[config.mk]
export PLATFORM = sky130hd
export DESIGN_NAME = output_signature_compactor_flat
export DESIGN_NICKNAME = d
export VERILOG_FILES = /design/src/rtl/output_signature_compactor_pkg.sv /design/src/rtl/output_signature_compactor_if.sv /design/src/rtl/output_signature_compactor_misr_core.sv /design/src/rtl/output_signature_compactor.sv /design/src/flat_wrapper.sv
export SDC_FILE = /design/constraint.sdc
export NUM_CORES = 1
export LEC_CHECK = 0
export CELL_PAD_IN_SITES_DETAIL_PLACEMENT = 0
export CELL_PAD_IN_SITES_GLOBAL_PLACEMENT = 2
export CORE_MARGIN = 5
export CORE_UTILIZATION = 30
export CTS_CLUSTER_SIZE = 40
export DETAILED_ROUTE_END_ITERATION = 16
export PLACE_DENSITY_LB_ADDON = 0.1
export SKIP_CTS_REPAIR_TIMING = 1
export SLEW_MARGIN = 20
export SYNTH_ARGS = -nofsm -noshare
export SYNTH_HDL_FRONTEND = slang
export SYNTH_HIERARCHICAL = 1
export SYNTH_SLANG_ARGS = --single-unit
[constraint.sdc]
create_clock -name clk -period 2.03 [get_ports clk]
set_input_delay 0.406 -clock clk [delete_from_list [all_inputs] [get_ports clk]]
set_output_delay 0.406 -clock clk [all_outputs]
set_load 0.005 [all_outputs]
[src/rtl/output_signature_compactor_pkg.sv]
// Shared types and constants for the output signature compactor; FRAME_LEN depends on SIG_PARITY_EN.
// Pure definitions: no latency, no flow control.
package sig_compactor_pkg;

  localparam int SIG_WIDTH = 32;
  localparam logic [SIG_WIDTH-1:0] SIG_SEED = 32'h0;
  localparam logic [SIG_WIDTH-1:0] SIG_TAPS = 32'h8020_0003;
  localparam int MAX_BUS = 256;

`ifdef SIG_PARITY_EN
  localparam int FRAME_LEN = SIG_WIDTH + 1;
`else
  localparam int FRAME_LEN = SIG_WIDTH;
`endif

  typedef enum logic {IDLE, SHIFT} sig_state_t;

  // Callers zero-extend the bus, so unused top chunks fold in as zero.
  function automatic logic [SIG_WIDTH-1:0] fold_bus(input logic [MAX_BUS-1:0] bus);
    logic [SIG_WIDTH-1:0] acc;
    acc = '0;
    for (int i = 0; i < MAX_BUS / SIG_WIDTH; i++) begin
      acc ^= bus[i*SIG_WIDTH +: SIG_WIDTH];
    end
    return acc;
  endfunction

endpackage

[src/rtl/output_signature_compactor_if.sv]
// Bus between the DUT outputs and the compactor, plus the serial signature pins.
// Plain wires: no latency; the compactor never backpressures (data_valid only qualifies).
interface output_signature_compactor_if #(
  parameter int DATA_WIDTH = 32
);
  logic [DATA_WIDTH-1:0] data_in;
  logic                  data_valid;
  logic                  sig_out;
  logic                  sig_frame;
  logic                  sig_done;

  modport master (output data_in, data_valid, input sig_out, sig_frame, sig_done);
  modport slave  (input data_in, data_valid, output sig_out, sig_frame, sig_done);
endinterface

[src/rtl/output_signature_compactor_misr_core.sv]
// Folds the bus into a 32-bit MISR over WINDOW valid samples; flags completion combinationally.
// One-cycle update per valid sample; holds while data_valid is low, never stalls the source.
module misr_core
  import sig_compactor_pkg::*;
#(
  parameter int DATA_WIDTH = 32,
  parameter int WINDOW     = 1024
) (
  input  logic                  clk,
  input  logic                  reset,
  input  logic [DATA_WIDTH-1:0] data_in,
  input  logic                  data_valid,
  output logic [SIG_WIDTH-1:0]  misr_next,
  output logic                  complete
);

  localparam int CNT_W = (WINDOW > 1) ? $clog2(WINDOW) : 1;

  logic [SIG_WIDTH-1:0] misr;
  logic [SIG_WIDTH-1:0] fold;
  logic [MAX_BUS-1:0]   bus_ext;
  logic [CNT_W-1:0]     cnt;
  logic                 fb;

  assign bus_ext   = MAX_BUS'(data_in);
  assign fold      = fold_bus(bus_ext);
  assign fb        = ^(misr & SIG_TAPS);
  assign misr_next = {misr[SIG_WIDTH-2:0], fb} ^ fold;
  assign complete  = data_valid && (cnt == CNT_W'(WINDOW - 1));

  // The final word is absorbed into misr_next; the register restarts from the seed.
  always_ff @(posedge clk) begin
    if (reset) begin
      misr <= SIG_SEED;
      cnt  <= '0;
    end else if (data_valid) begin
      if (complete) begin
        misr <= SIG_SEED;
        cnt  <= '0;
      end else begin
        misr <= misr_next;
        cnt  <= cnt + 1'b1;
      end
    end
  end

endmodule

[src/rtl/output_signature_compactor.sv]
// Compacts a wide bus into 32-bit signatures and shifts each out MSB first; SIG_PARITY_EN appends even parity.
// First frame bit one cycle after completion, sig_done FRAME_LEN cycles after; no backpressure.
module output_signature_compactor
  import sig_compactor_pkg::*;
#(
  parameter int DATA_WIDTH = 32,
  parameter int WINDOW     = 1024
) (
  input  logic                          clk,
  input  logic                          reset,
  output_signature_compactor_if.slave   bus
);

  generate
    if (WINDOW < FRAME_LEN) begin : g_window_chk
      $error("WINDOW (%0d) must be >= FRAME_LEN (%0d)", WINDOW, FRAME_LEN);
    end
    if (DATA_WIDTH < 1 || DATA_WIDTH > MAX_BUS) begin : g_width_chk
      $error("DATA_WIDTH (%0d) must be in 1..%0d", DATA_WIDTH, MAX_BUS);
    end
  endgenerate

  logic [SIG_WIDTH-1:0] misr_next;
  logic                 complete;

  misr_core #(
    .DATA_WIDTH (DATA_WIDTH),
    .WINDOW     (WINDOW)
  ) u_misr (
    .clk        (clk),
    .reset      (reset),
    .data_in    (bus.data_in),
    .data_valid (bus.data_valid),
    .misr_next  (misr_next),
    .complete   (complete)
  );

  sig_state_t           state, state_nxt;
  logic [SIG_WIDTH-1:0] shreg;
  logic [5:0]           bit_idx;
  logic                 last_bit;
  logic                 out_bit, frame_bit, done_bit;

  assign last_bit = (bit_idx == 6'(FRAME_LEN - 1));

`ifdef SIG_PARITY_EN
  logic par;

  always_ff @(posedge clk) begin
    if (reset) begin
      par <= 1'b0;
    end else if (complete) begin
      par <= ^misr_next;
    end
  end
`endif

  // A completion on the last frame bit reloads the shifter, giving gap-free frames.
  always_ff @(posedge clk) begin
    if (reset) begin
      state   <= IDLE;
      shreg   <= '0;
      bit_idx <= '0;
    end else begin
      state <= state_nxt;
      if (complete) begin
        shreg   <= misr_next;
        bit_idx <= '0;
      end else if (state == SHIFT) begin
        shreg   <= {shreg[SIG_WIDTH-2:0], 1'b0};
        bit_idx <= bit_idx + 1'b1;
      end
    end
  end

  always_comb begin
    state_nxt = state;
    frame_bit = 1'b0;
    out_bit   = 1'b0;
    done_bit  = 1'b0;
    case (state)
      IDLE: begin
        if (complete) state_nxt = SHIFT;
      end
      SHIFT: begin
        frame_bit = 1'b1;
        out_bit   = shreg[SIG_WIDTH-1];
`ifdef SIG_PARITY_EN
        if (bit_idx == 6'(SIG_WIDTH)) out_bit = par;
`endif
        if (last_bit) begin
          done_bit  = 1'b1;
          state_nxt = complete ? SHIFT : IDLE;
        end
      end
      default: state_nxt = IDLE;
    endcase
  end

  assign bus.sig_out   = out_bit;
  assign bus.sig_frame = frame_bit;
  assign bus.sig_done  = done_bit;

endmodule
[src/flat_wrapper.sv]
// flat-port wrapper written by rule: the top's interface ports become plain ports
module output_signature_compactor_flat import sig_compactor_pkg::*;
#(
  parameter int DATA_WIDTH = 32,
  parameter int WINDOW     = 1024
)
  (clk, reset, bus_data_in, bus_data_valid, bus_sig_out, bus_sig_frame, bus_sig_done);
  output_signature_compactor_if #(.DATA_WIDTH(DATA_WIDTH)) bus_i ();
  input  logic clk;
  input  logic reset;
  input wire logic [$bits(bus_i.data_in)-1:0] bus_data_in;
  input wire logic [$bits(bus_i.data_valid)-1:0] bus_data_valid;
  output wire logic [$bits(bus_i.sig_out)-1:0] bus_sig_out;
  output wire logic [$bits(bus_i.sig_frame)-1:0] bus_sig_frame;
  output wire logic [$bits(bus_i.sig_done)-1:0] bus_sig_done;
  assign bus_i.data_in = bus_data_in;
  assign bus_i.data_valid = bus_data_valid;
  assign bus_sig_out = bus_i.sig_out;
  assign bus_sig_frame = bus_i.sig_frame;
  assign bus_sig_done = bus_i.sig_done;
  output_signature_compactor #(.DATA_WIDTH(DATA_WIDTH), .WINDOW(WINDOW)) u_core (.clk(clk), .reset(reset), .bus(bus_i));
endmodule
**Yosys cells after proc, flatten, opt, wreduce, memory -nomap -nowiden**

Cells that the tools add are included.

- Add/sub/neg operators: 2
- Equality and inequality tests: 2
- Multiplexer cells: 11
- Bitwise gates (word level): 2
- Reduce and logical (&&, ||, !) cells: 4

Operator list:

| kind | number |
|---|---|
| two-way mux 32 bit | 3 |
| XOR reduction 32 bit | 1 |
| bitwise XOR 32 bit | 1 |
| adder 10 x 1 -> 10 bit (second input constant) | 1 |
| == test 10 bit (second input constant) | 1 |
| two-way mux 10 bit | 1 |
| adder 6 x 1 -> 6 bit (second input constant) | 1 |
| == test 6 x 5 -> 1 bit (second input constant) | 1 |
| two-way mux 1 bit | 6 |
| one-hot mux 1 bit (2 select lines) | 1 |
| nonzero test 2 bit | 1 |
| OR reduction 2 bit | 1 |
| logical AND 1 bit | 1 |
| NOT 1 bit | 1 |

- Register bits after elaboration: 81
- Logic and storage cells: 26

**Logic depth before layout (Yosys ltp)**

Gate-level depths: netlist of run 1.

- Word-level depth: 5
- Depth in mapped cells: 10

**By module**

Netlist of run 1, hierarchy kept.

By module, submodules not included:

| module | instances | cells each | area an instance (sq um) | sequential area each (sq um) |
|---|---|---|---|---|
| misr_core | 1 | 223 | 2014.4 | 840.8 |
| output_signature_compactor | 1 | 207 | 1760.4 | 780.7 |

**Worst setup path after synthesis of run 1**

Ideal clock, no wire load.

- Kind: flip-flop to flip-flop
- Start: register u_core.u_misr.cnt[0]
- End: register u_core.shreg[10]
- Library setup time: 0.070 ns
- Arrival: 1.909 ns
- Slack: 0.051 ns
- Stages on the path, launching flop included: 11
- Path buffers: 3
- Period minus slack after synthesis: 1.979 ns
- Cells stage by stage: dfxtp_1 > ha_1 > and2_2 > and2_4 > and3_1 > buf_6 > clkbuf_1 > inv_1 > clkbuf_1 > nand2_1 > a21oi_1

- Cells in the longest elaborated chain, start to end: 3
- Elaborated cells between the ends (all ways): 4

Ends and longest elaborated chain:

| item | RTL line | text |
|---|---|---|
| from (decl) | output_signature_compactor_misr_core.sv:22 | `logic [CNT_W-1:0] cnt;` |
| from (signal assigned) | output_signature_compactor_misr_core.sv:42 | `cnt <= cnt + 1'b1;` |
| == test 10 bit (*) | output_signature_compactor_misr_core.sv:29 | `assign complete = data_valid && (cnt == CNT_W'(WINDOW - 1));` |
| logical AND 1 bit (*) | output_signature_compactor_misr_core.sv:29 |  |
| net u_core.complete | output_signature_compactor.sv:24 | `logic complete;` |
| two-way mux 32 bit / nonzero test 2 bit (equally long branches) | - |  |
| to (signal assigned) | output_signature_compactor.sv:67 | `shreg <= misr_next;` |
| to (signal assigned) | output_signature_compactor.sv:70 | `shreg <= {shreg[SIG_WIDTH-2:0], 1'b0};` |
| to (decl) | output_signature_compactor.sv:39 | `logic [SIG_WIDTH-1:0] shreg;` |

The timed path passes the listed nets; every way through them passes the cells marked *.
A chain may end at the register's enable or synchronous reset.

**Worst setup path in the final report of run 1**

- Start: register u_core.state
- End: output bus_sig_frame

- Cells in the longest elaborated chain, start to end: 1

Ends and longest elaborated chain:

| item | RTL line | text |
|---|---|---|
| from (decl) | output_signature_compactor.sv:38 | `sig_state_t state, state_nxt;` |
| from (signal assigned) | output_signature_compactor.sv:65 | `state <= state_nxt;` |
| two-way mux 1 bit | output_signature_compactor.sv:81 | `case (state)` |
| to (decl) | flat_wrapper.sv:14 | `output wire logic [$bits(bus_i.sig_frame)-1:0] bus_sig_frame;` |

No other way between the ends.

==> impl_metrics.env, run 1 <==
export IMPL_drv_slew=0
export IMPL_utilization_pct=37.29
export IMPL_synth_compound_area_share_pct=11.77
export IMPL_portBuffers=37
export IMPL_seq_area_frac_synth_pct=42.96
export IMPL_crit_family="buffers and inverters"
export IMPL_crit_start="u_core/state"
export IMPL_instances_no_fill=644
export IMPL_r2r_cells=7
export IMPL_holdWs_ps=407.3
export IMPL_drive_gt1_share_pct=21.82
export IMPL_ant_nets=0
export IMPL_min_path_type="input port to register"
export IMPL_diodes=0
export IMPL_initial_core_util_pct=30.28
export IMPL_initialDrtViolationCount=112
export IMPL_met2_length_mm=3.763
export IMPL_drt_met1_wl_mm=3.952
export IMPL_placed_cell_area_um2=4357
export IMPL_vias=2820
export IMPL_grt_overflow=0
export IMPL_synth_top_area_share_pct=42.96
export IMPL_cts_tree="yes"
export IMPL_clkLatencyLatePin_ps=330
export IMPL_antenna_found_initial=0
export IMPL_routed_wl_mm=8.147
export IMPL_synth_simple_area_share_pct=19.09
export IMPL_hpwlAfterDp_mm=5.489
export IMPL_clk_pin_slew_worst_paths_ps=60
export IMPL_slowest_delay_ps=540
export IMPL_required_ps=1620
export IMPL_holdPathStages=2
export IMPL_synth_top_area_cell="dfxtp_1"
export IMPL_rows=41
export IMPL_vias_per_cell=4.379
export IMPL_grt_pass1_vias=2831
export IMPL_tns_ps=0
export IMPL_fmax_mhz=523.5
export IMPL_worst_path_buf_inv=2
export IMPL_nNetsFinal=504
export IMPL_report_final_hold_viol_count=0
export IMPL_r2r_start="u_core/u_misr/cnt[0]"
export IMPL_ys_seq_elements=81
export IMPL_synthAdderAreaFrac_pct=0.6629
export IMPL_cp_end_kind="output port"
export IMPL_area_growth_pct=23.14
export IMPL_leakagePower_nw=1.784
export IMPL_grt_util_all_layers_pct=11.72
export IMPL_die_height_um=122.2
export IMPL_skew_ps=4.918
export IMPL_slowest_stage="clkdlybuf4s50_1"
export IMPL_htreeDepth=3
export IMPL_highest_layer="met4"
export IMPL_power_density_nw_per_um2=760.5
export IMPL_dieWidth_um=122.2
export IMPL_r2r_slack_ps=180
export IMPL_maxSlewHeadroom_pct=73.95
export IMPL_r2r_end="u_core/bit_idx[5]"
export IMPL_worstPathArrival_ps=1500
export IMPL_dp_cells=628
export IMPL_synthXorXnorAreaFrac_pct=10.90
export IMPL_wl_met3_um=313
export IMPL_path_class="register to output port"
export IMPL_netlist_area_um2=3775
export IMPL_place_congestion=0.6627
export IMPL_synth_nets=467
export IMPL_synth_top_family_by_area="simple AND/OR/NAND/NOR gates"
export IMPL_min_period_ps=1910
export IMPL_grt_pass1_wl_mm=13.74
export IMPL_synth_distinct_cells=34
export IMPL_worst_path_max_fanout=23
export IMPL_fin_crit_sh_pct=94.10
export IMPL_drt_pass1_iter_count=4
export IMPL_cts_sinks=81
export IMPL_setup_violations=0
export IMPL_wire_per_inst_um=12.65
export IMPL_clockBufferDepth=2
export IMPL_whs_endpoint="u_core/shreg[4]"
export IMPL_core_area_um2=12470
export IMPL_ios=38
export IMPL_muxShareOfSynthArea_pct=9.778
export IMPL_grt_max_degree=33
export IMPL_min_from="reset"
export IMPL_outcome="completed"
export IMPL_numCtsBuffers=9
export IMPL_rsz0062_at_grt="no"
export IMPL_cts_root_buffer="clkbuf_16"
export IMPL_die_area_um2=14930
export IMPL_yosys_top_cells_area="dfxtp_1 (43%), nand2_1 (12%), xor2_1 (9.5%), mux2_2 (9.2%), a21oi_1 (6.4%)"
export IMPL_synth_area_per_cell_um2=8.779
export IMPL_maxCapViolCount=0
export IMPL_ir_drop_mv=0.4630
export IMPL_worstMarginPinSlew_ps=390.7
export IMPL_fin_area_um2=4648
export IMPL_synthCells=430
export IMPL_crit_chain="buf_6 -> clkdlybuf4s50_1"
export IMPL_synth_warnings=6
export IMPL_drc=0
export IMPL_cp_start_kind="register"
## metrics by stage
stage                     setup WS [ps]  power (W)
after floorplan                   50.61   0.001937
after CTS                        -205.5   0.003628
after detailed placement         -46.04   0.002075
final                             119.8   0.003535
after global routing              34.80   0.003728
after global placement           -6.519   0.002075
## power breakdown
group / internal (W) / total [W] / switching, W
logic: 0.000168 / 0.000349 / 0.000181
registers: 0.00164 / 0.00168 / 0.0000381
clock network: 0.000889 / 0.00150 / 0.000613
total: 0.00270 / 0.00354 / 0.000833
## kinds of logic (layout without fill, tap and decap cells)
family | Yosys count | after routing
xor+xnor | 47 | 47
buf+inv | 32 | 74
mux | 33 | 33
flops | 81 | 81
simple gates | 165 | 165
compound gates | 70 | 70
fa+ha+maj | 2 | 2
## synthesized netlist by cell type (all sizes together)
cell type	count
nor3b	2
dlygate4sd1	2
and4	1
xor2	41
mux2i	2
a21oi	66
o21ai	2
a31o	1
dfxtp	81
a41oi	1
clkbuf	17
nor3	6
or2	1
ha	2
inv	3
and3	3
nand3	1
nor2	9
mux2	31
xnor2	6
nand4	7
or3	1
nand2	130
buf	10
and2	4
## cells in the final DEF (no fill, tap or decap), drive strengths merged, types with 2 or more instances in the layout
cell type,instances
buf,19
mux2i,2
dfxtp,81
and3,3
and2,4
nand4,7
o21ai,2
inv,3
clkdlybuf4s50,35
mux2,31
nor2,9
nor3,6
nor3b,2
clkinv,3
clkbuf,13
xor2,41
xnor2,6
ha,2
a21oi,66
nand2,130
## layer usage
| metal | track usage, % | vias up |
|---|---|---|
| met2 | 18.92 | 41 |
| li1 | - | 1481 |
| met3 | 4.132 | 10 |
| met5 | 0 | - |
| met1 | 14.52 | 1288 |
| met4 | 4.059 | 0 |
## worst max path at each step
stage / endpoint / slack, ps / depth (start not counted)
after floorplan: u_core/shreg[10] / 50 / 10
after global placement: u_core/shreg[19] / -7 / 8
after detailed placement: u_core/shreg[19] / -50 / 8
after CTS: bus_sig_done / -210 / 4
after global routing: bus_sig_frame / 30 / 2
final: bus_sig_frame / 120 / 2
## state kept, by name, indices dropped and copies added, names as in the netlist
name / cells
u_core/shreg: 32
u_core/bit_idx: 6
u_core/u_misr/misr: 32
u_core/state: 1
u_core/u_misr/cnt: 10
## area by class of cell
cell class / count / area (um2)
Inverter: 3 / 11.26
Clock inverter: 3 / 15.01
Fill cell: 1318 / 7818
Timing Repair Buffer: 55 / 544.3
Tap cell: 172 / 215.2
Sequential cell: 81 / 1624
Clock buffer: 13 / 260.3
Multi-Input combinational cell: 317 / 1978
(Power assumes the default switching activity.)
==> run 2, diff against run 1 <==
--- a/config.mk
+++ b/config.mk
@@ -13,7 +13,7 @@
 export DETAILED_ROUTE_END_ITERATION = 16
 export PLACE_DENSITY_LB_ADDON = 0.1
 export SKIP_CTS_REPAIR_TIMING = 1
-export SLEW_MARGIN = 20
+export SLEW_MARGIN = 25
 export SYNTH_ARGS = -nofsm -noshare
 export SYNTH_HDL_FRONTEND = slang
 export SYNTH_HIERARCHICAL = 1
==> results of run 2 <==
Same layout as run 1: the final DEF is identical, and so are final timing and power.
==> run 3, diff against run 2 <==
--- a/config.mk
+++ b/config.mk
@@ -7,7 +7,7 @@
 export LEC_CHECK = 0
 export CELL_PAD_IN_SITES_DETAIL_PLACEMENT = 0
 export CELL_PAD_IN_SITES_GLOBAL_PLACEMENT = 2
-export CORE_MARGIN = 5
+export CORE_MARGIN = 1
 export CORE_UTILIZATION = 30
 export CTS_CLUSTER_SIZE = 40
 export DETAILED_ROUTE_END_ITERATION = 16
==> run 3 against run 2 <==
Net effect:
- sequential power about the same
- global-route usage increased by 2.1 points
- maximum frequency increased by 1.9%
- first-iteration DRC count decreased by 30%
- critical path depth increased by 1
- hold slack got worse by 83 ps
- clock skew decreased by 1.1 ps
- combinational power about the same
- sequential share of layout area increased by 0.15 points
- critical endpoint is now bus_sig_out
==> impl_metrics.env, run 3 (synthesis gave the netlist of run 1 again) <==
export IMPL_antenna_found_initial=0
export IMPL_required_ps=1620
export IMPL_nNetsFinal=507
export IMPL_area_growth_pct=22.80
export IMPL_instances_no_fill=641
export IMPL_drt_pass1_iter_count=4
export IMPL_numCtsBuffers=9
export IMPL_report_final_hold_viol_count=0
export IMPL_rsz0062_at_grt="no"
export IMPL_grt_max_degree=35
export IMPL_ant_nets=0
export IMPL_grt_pass1_vias=2837
export IMPL_setup_violations=0
export IMPL_core_area_um2=12160
export IMPL_skew_ps=3.775
export IMPL_vias=2822
export IMPL_fmax_mhz=533.6
export IMPL_min_path_type="input port to register"
export IMPL_clk_pin_slew_worst_paths_ps=60
export IMPL_rows=40
export IMPL_outcome="completed"
export IMPL_ios=38
export IMPL_initial_core_util_pct=31.04
export IMPL_drc=0
export IMPL_worstMarginPinSlew_ps=356.3
export IMPL_grt_overflow=0
export IMPL_maxCapViolCount=0
export IMPL_maxSlewHeadroom_pct=76.25
export IMPL_r2r_slack_ps=170
export IMPL_routed_wl_mm=8.212
export IMPL_min_period_ps=1874
export IMPL_die_area_um2=13040
export IMPL_clockBufferDepth=2
export IMPL_clkLatencyLatePin_ps=330
export IMPL_fin_crit_sh_pct=92.32
export IMPL_cts_sinks=81
export IMPL_cp_end_kind="output port"
export IMPL_utilization_pct=38.12
export IMPL_min_from="reset"
export IMPL_drv_slew=0
export IMPL_diodes=0
export IMPL_power_density_nw_per_um2=743.5
export IMPL_worst_path_max_fanout=5
export IMPL_crit_chain="buf_6 -> and2_1 -> clkdlybuf4s50_1"
export IMPL_r2r_start="u_core/u_misr/cnt[0]"
export IMPL_final_cell_mix="nand2_1 (120), dfxtp_1 (79), a21oi_1 (48)"
export IMPL_place_congestion=0.6870
export IMPL_grt_util_all_layers_pct=13.82
export IMPL_largest_registers="u_core/shreg x32, u_core/u_misr/misr x32, u_core/u_misr/cnt x10"
export IMPL_slowest_stage="clkdlybuf4s50_1"
export IMPL_dp_cells=624
export IMPL_portBuffers=37
export IMPL_final_common_cell="nand2_1"
export IMPL_ir_drop_mv=0.2810
export IMPL_die_height_um=114.2
export IMPL_drive_gt1_share_pct=21.56
export IMPL_crit_start="u_core/state"
export IMPL_dieWidth_um=114.2
export IMPL_slowest_delay_ps=500
export IMPL_grt_pass1_wl_mm=13.99
export IMPL_initialDrtViolationCount=78
export IMPL_cts_tree="yes"
export IMPL_wire_per_inst_um=12.81
export IMPL_cp_start_kind="register"
export IMPL_leakagePower_nw=1.775
export IMPL_htreeDepth=3
export IMPL_path_class="register to output port"
export IMPL_worstPathArrival_ps=1470
export IMPL_hpwlAfterDp_mm=5.391
export IMPL_vias_per_cell=4.402
export IMPL_cts_root_buffer="clkbuf_16"
-- run 3: power by group --
part / internal (W) / leakage [nW] / switching (W)
Sequential: 0.00164 / 0.660 / 0.0000389
Combinational: 0.000166 / 0.995 / 0.000183
Clock: 0.000814 / 0.120 / 0.000601
-- run 3: cell type report --
class / instances / area (um2)
Fill cell: 1292 / 7526
Multi-Input combinational cell: 317 / 1988
Sequential cell: 81 / 1627
Timing Repair Buffer: 58 / 554.3
Clock buffer: 13 / 240.2
Tap cell: 168 / 210.2
Inverter: 3 / 11.26
Clock inverter: 1 / 5.005
-- run 3: critical path: cells and delay by family, from the launching register on --
kind / cells / cell delay, ps
buffers and inverters: 2 / 630
flip-flops: 1 / 380
AND/OR/NAND/NOR: 1 / 130
-- run 3: final timing paths --
kind,end,depth (start not counted)
setup / recovery,bus_sig_out,3
hold reg to reg,u_core/u_misr/misr[18],2
hold / removal,u_core/shreg[15],2
setup reg to reg,u_core/bit_idx[5],7
-- run 3: per-stage QoR --
stage / TNS (ps) / setup slack [ps] / power (W) / cell area, um2 / hold slack (ps)
2_1_floorplan: 0 / 50.61 / 0.001937 / 3775 / 448.1
3_3_place_gp: -983.7 / -62.35 / 0.002072 / 4339 / 457.4
3_5_place_dp: -1715 / -72.19 / 0.002075 / 4339 / 463.4
4_1_cts: -207.0 / -207.0 / 0.003532 / 4584 / 307.5
5_1_grt: 0 / 54.79 / 0.003622 / 4636 / 344.7
6_report: 0 / 155.9 / 0.003447 / 4636 / 324.4
-- run 3: metal layers --
metal | GRT usage [%] | up-vias | routed length, um
li1 | - | 1494 | -
met1 | 17.89 | 1287 | 4229
met2 | 21.86 | 29 | 3597
met3 | 2.541 | 12 | 208
met4 | 7.273 | 0 | 176
met5 | 0 | - | 0
